<file path="src/rtl/openmips_run_ctrl.sv">
// Run controller for the OpenMIPS minimal SOPC: CPU reset hold, run-cycle
// budget and program-completion detection with registered status outputs.
module openmips_run_ctrl #(
  parameter int HOLD_CYCLES = 10,
  parameter int RUN_CYCLES  = 100,
  parameter int CNT_W       = 16
) (
  input  logic             clk,
  input  logic             rst,
  input  logic             start_i,
  input  logic             halt_i,
  output logic             cpu_rst_o,
  output logic             cpu_stall_o,
  output logic             running_o,
  output logic             done_o,
  output logic             timeout_o,
  output logic [CNT_W-1:0] cycles_o
);

  // state  | meaning
  // S_HOLD | CPU held in reset for the hold period
  // S_RUN  | CPU executing, run cycles counted against the budget
  // S_DONE | CPU stalled, status frozen until start_i
  typedef enum logic [1:0] {S_HOLD, S_RUN, S_DONE} state_t;

  localparam int               HOLD_EFF  = (HOLD_CYCLES < 1) ? 1 : HOLD_CYCLES;
  localparam logic [CNT_W-1:0] HOLD_LAST = CNT_W'(HOLD_EFF - 1);
  localparam logic [CNT_W-1:0] RUN_LAST  = CNT_W'(RUN_CYCLES - 1);
  localparam logic [CNT_W-1:0] ONE       = CNT_W'(1);
  localparam logic             BUDGET_EN = (RUN_CYCLES != 0);

  state_t           r_state;
  state_t           w_next;
  logic [CNT_W-1:0] r_hold_cnt;
  logic [CNT_W-1:0] w_hold_nxt;
  logic [CNT_W-1:0] w_cycles_nxt;
  logic             w_timeout_nxt;

  always_comb begin
    w_next        = r_state;
    w_hold_nxt    = r_hold_cnt;
    w_cycles_nxt  = cycles_o;
    w_timeout_nxt = timeout_o;
    case (r_state)
      S_HOLD: begin
        if (r_hold_cnt == HOLD_LAST) begin
          w_next     = S_RUN;
          w_hold_nxt = '0;
        end else begin
          w_hold_nxt = r_hold_cnt + ONE;
        end
      end
      S_RUN: begin
        // Saturate so an unbudgeted run never wraps the count.
        if (cycles_o != '1) w_cycles_nxt = cycles_o + ONE;
        if (halt_i) begin
          w_next        = S_DONE;
          w_timeout_nxt = 1'b0;
        end else if (BUDGET_EN && (cycles_o == RUN_LAST)) begin
          w_next        = S_DONE;
          w_timeout_nxt = 1'b1;
        end
      end
      S_DONE: begin
        if (start_i) begin
          w_next        = S_HOLD;
          w_hold_nxt    = '0;
          w_cycles_nxt  = '0;
          w_timeout_nxt = 1'b0;
        end
      end
      default: begin
        w_next     = S_HOLD;
        w_hold_nxt = '0;
      end
    endcase
  end

  // Outputs are decoded from the next state so they register with it.
  always_ff @(posedge clk) begin
    if (rst) begin
      r_state     <= S_HOLD;
      r_hold_cnt  <= '0;
      cycles_o    <= '0;
      cpu_rst_o   <= 1'b1;
      cpu_stall_o <= 1'b0;
      running_o   <= 1'b0;
      done_o      <= 1'b0;
      timeout_o   <= 1'b0;
    end else begin
      r_state     <= w_next;
      r_hold_cnt  <= w_hold_nxt;
      cycles_o    <= w_cycles_nxt;
      cpu_rst_o   <= (w_next == S_HOLD);
      cpu_stall_o <= (w_next == S_DONE);
      running_o   <= (w_next == S_RUN);
      done_o      <= (w_next == S_DONE);
      timeout_o   <= w_timeout_nxt;
    end
  end

endmodule

</file>
<file path="config.mk">
export PLATFORM = sky130hd
export DESIGN_NAME = openmips_run_ctrl
export DESIGN_NICKNAME = d
export VERILOG_FILES = /design/src/rtl/openmips_run_ctrl.sv
export SDC_FILE = /design/constraint.sdc
export NUM_CORES = 1
export LEC_CHECK = 0
export CAP_MARGIN = 20
export CORE_ASPECT_RATIO = 0.6
export CORE_MARGIN = 2
export CORE_UTILIZATION = 50
export CTS_CLUSTER_DIAMETER = 60
export DETAILED_ROUTE_END_ITERATION = 12
export PLACE_DENSITY = 0.76
export SYNTH_ARGS = -nofsm -noshare
export SYNTH_HDL_FRONTEND = slang
export SYNTH_SLANG_ARGS = --single-unit
</file>
<file path="constraint.sdc">
create_clock -name clk -period 1.8 [get_ports clk]
set_clock_uncertainty 0.1 [all_clocks]
set_input_delay 0.18 -clock clk [delete_from_list [all_inputs] [get_ports clk]]
set_output_delay 0.18 -clock clk [all_outputs]
set_load 0.01 [all_outputs]
</file>
==> results.json, run 1 <==
{
  "crit_path_max_fanout": 7,
  "fin_ws_ps": 72.7,
  "worst_r2r_path_depth": 5,
  "swShare_pct": 22.2,
  "die_x_um": 87.0,
  "antenna_found_initial": 0,
  "total_power_uw": 1470,
  "outcome": "complete, no violations",
  "worstMarginPinSlew_ps": 399,
  "final_antenna_net_count": 0,
  "drt_iter0_markers": 220,
  "cts_inserted_buffers": 5,
  "final.min_clock_period_ps": 1730,
  "dp_worst_setup_slack_ps": 9.88,
  "whs_path_depth": 2,
  "grt.overflow.total": 0,
  "final_cell_mix": "34 x dfxtp_1, 27 x nand2_1, 26 x nor2_1, 24 x clkdlybuf4s50_1, 23 x buf_4",
  "worstSetupPathType": "reg2reg",
  "reg2reg_slack_ps": 70,
  "grt_pass1_wl_um": 8270,
  "synth_ff_type": "dfxtp_1",
  "ys_ff_latch": 38,
  "synth-edff-count": 0,
  "total_leakage_power_uw": 0.000876,
  "post_drt_wl_per_cell_um": 15.5,
  "worstPathArrival_ps": 1850,
  "fmax_mhz": 579,
  "crit_end": "cycles_o[0]",
  "startpoint": "cycles_o[11]",
  "synth_cells": 248,
  "ir_drop_mv": 0.287,
  "vias_per_cell": 5.99,
  "clock_latency_ps": 280,
  "p_int_uw": 1140,
  "antennaDiodeCount": 0,
  "syn_area_per_cell_um2": 8.32,
  "portBuffers": 24,
  "layout_commonest_cell": "dfxtp_1",
  "dp_hpwl_um": 3730,
  "grt_start_max_net_pins": 25,
  "start_util_pct": 51.2,
  "startpoint_type": "register",
  "drt-pass1-iter-count": 5,
  "drc": 0,
  "r2r_start": "cycles_o[11]",
  "pwr-share-seq_pct": 58.6,
  "die_y_um": 53.8,
  "powerDensity_mw_per_mm2": 573,
  "synth_seq_area_share_pct": 36.8,
  "fin_crit_sh_pct": 96.0,
  "ys_types": 53,
  "worstPathRequired_ps": 1930,
  "async_flop_share_pct": 0,
  "fp-row-count": 18,
  "synthesis.nets": 255,
  "drv_cap": 0,
  "fin_nets": 295,
  "hold_viol_final": 0,
  "core_area_mm2": 0.00403,
  "ios": 25,
  "path_clk_slew_ps": 70,
  "place.gp.congestion": 0.854,
  "drive_above_1_share_pct": 18.4,
  "cts.path.max_buffers": 2,
  "cts_setup_buffers": 0,
  "h-tree-depth": 2,
  "syn_to_final_growth_pct": 23.9,
  "via_count": 2023,
  "root_buffer": "clkbuf_8",
  "cts_tree": "yes",
  "finalWirelength_um": 5230,
  "hold_class": "reg2reg",
  "max_slew_margin_pct": 73.2,
  "synth_area_mm2": 0.00206,
  "end_kind": "register",
  "dieArea_mm2": 0.00468,
  "p_switching_uw": 325,
  "yosys_warnings": 0,
  "grt_usage_pct": 23.5,
  "grt_pass1_vias": 1657,
  "pwr-share-comb_pct": 3.6,
  "cts_sinks": 38,
  "clkPwrFrac_pct": 37.8,
  "maxSlewViolCount": 0,
  "setup_viol": 0,
  "r2r_end": "cycles_o[0]"
}
==> power groups by stage <==
stage          Clock (uW)  Combinational (uW)  Sequential [uW]
2_1_floorplan           0                37.3              872
3_3_place_gp            0                51.0              875
3_5_place_dp            0                51.2              876
4_1_cts               561                51.7              856
5_1_grt               605                58.3              859
6_report              554                53.0              858
==> cell families (layout without fill, tap and decap cells) <==
logic type / count (synthesis) / after routing / share of synthesized area [%]
flops: 38 / 38 / 36.8
simple gates: 129 / 129 / 33.8
xor+xnor: 13 / 13 / 5.52
fa+ha+maj: 3 / 3 / 1.82
buf+inv: 18 / 58 / 4.97
mux: 3 / 3 / 1.58
compound gates: 44 / 44 / 15.5
==> repair_timing <==
item | CTS | global route
pin swaps | 0 | 2
hold buffers | 0 | 0
endpoints found under the setup margin | 5 | 18
resized for setup | 1 | 10
==> final cells by class <==
cell class / count / area (um^2)
clock buffer: 7 / 76.3
timing repair buffer: 47 / 413
inverter: 4 / 15.0
multi-input combinational: 192 / 1220
fill: 344 / 1470
sequential: 38 / 768
tap: 50 / 62.6
==> synth_stat cells, drive strengths merged (6+ instances only) <==
| cell | number | share of area [%] |
|---|---|---|
| xnor2 | 6 | 2.5 |
| a211oi | 7 | 2.5 |
| or3 | 9 | 2.7 |
| nor3 | 8 | 2.5 |
| nor2 | 28 | 5.2 |
| nand3 | 19 | 4.8 |
| dfxtp | 38 | 37 |
| nand2 | 29 | 5.3 |
| a31oi | 12 | 3.6 |
| xor2 | 7 | 3.0 |
| buf | 9 | 3.3 |
| nand4 | 6 | 2.1 |
| a21oi | 9 | 2.2 |
==> per-stage QoR <==
| step | TNS [ps] | hold slack [ps] | instance area [um^2] | utilization [%] | cells |
|---|---|---|---|---|---|
| 2_1_floorplan | 0 | 266 | 2060 | - | 248 |
| 3_3_place_gp | 0 | 390 | 2450 | 60.8 | 331 |
| 3_5_place_dp | 0 | 405 | 2450 | 60.8 | 331 |
| 4_1_cts | 0 | 415 | 2530 | 62.8 | 338 |
| 5_1_grt | -4.67 | 442 | 2560 | 63.5 | 338 |
| 6_report | 0 | 416 | 2560 | 63.5 | 338 |
==> worst max-delay path, cell delays in order (launching register included) <==
cell	delay [ps]
dfxtp_1	470
nand4_2	210
nor3_4	330
a21oi_1	160
mux2_1	320
nor2_1	80
==> sequential cells by signal (all words and copies together) (netlist names) <==
register,cells
cpu_rst_o,1
cycles_o,16
done_o,1
r_hold_cnt,16
r_state,2
running_o,1
timeout_o,1
==> how the worst min path moves through the flow <==
stage	end	slack (ps)	from
after floorplan	cpu_rst_o	270	start_i
after global placement	r_hold_cnt[1]	390	r_hold_cnt[1]
after detailed placement	r_hold_cnt[1]	400	r_hold_cnt[1]
after CTS	r_hold_cnt[1]	410	r_hold_cnt[1]
after global routing	r_hold_cnt[1]	440	r_hold_cnt[1]
final	r_hold_cnt[1]	420	r_hold_cnt[1]
==> routing by layer <==
layer / up-vias / share of wire [%] / GRT usage (%)
li1: 976 / - / -
met1: 942 / 52 / 38.5
met2: 101 / 38 / 29.4
met3: 4 / 9.3 / 5.37
met4: 0 / 0.52 / 5.99
met5: - / 0 / 0
No activity file was read; power rests on OpenSTA's default activity.
==> inputs of run 2 (changes only) <==
--- a/config.mk
+++ b/config.mk
@@ -11,6 +11,7 @@
 export CORE_UTILIZATION = 50
 export CTS_CLUSTER_DIAMETER = 60
 export DETAILED_ROUTE_END_ITERATION = 12
+export HOLD_SLACK_MARGIN = 0.08
 export PLACE_DENSITY = 0.76
 export SYNTH_ARGS = -nofsm -noshare
 export SYNTH_HDL_FRONTEND = slang
==> results of run 2 <==
The final DEF is identical to that of run 1; final timing and power are the same.
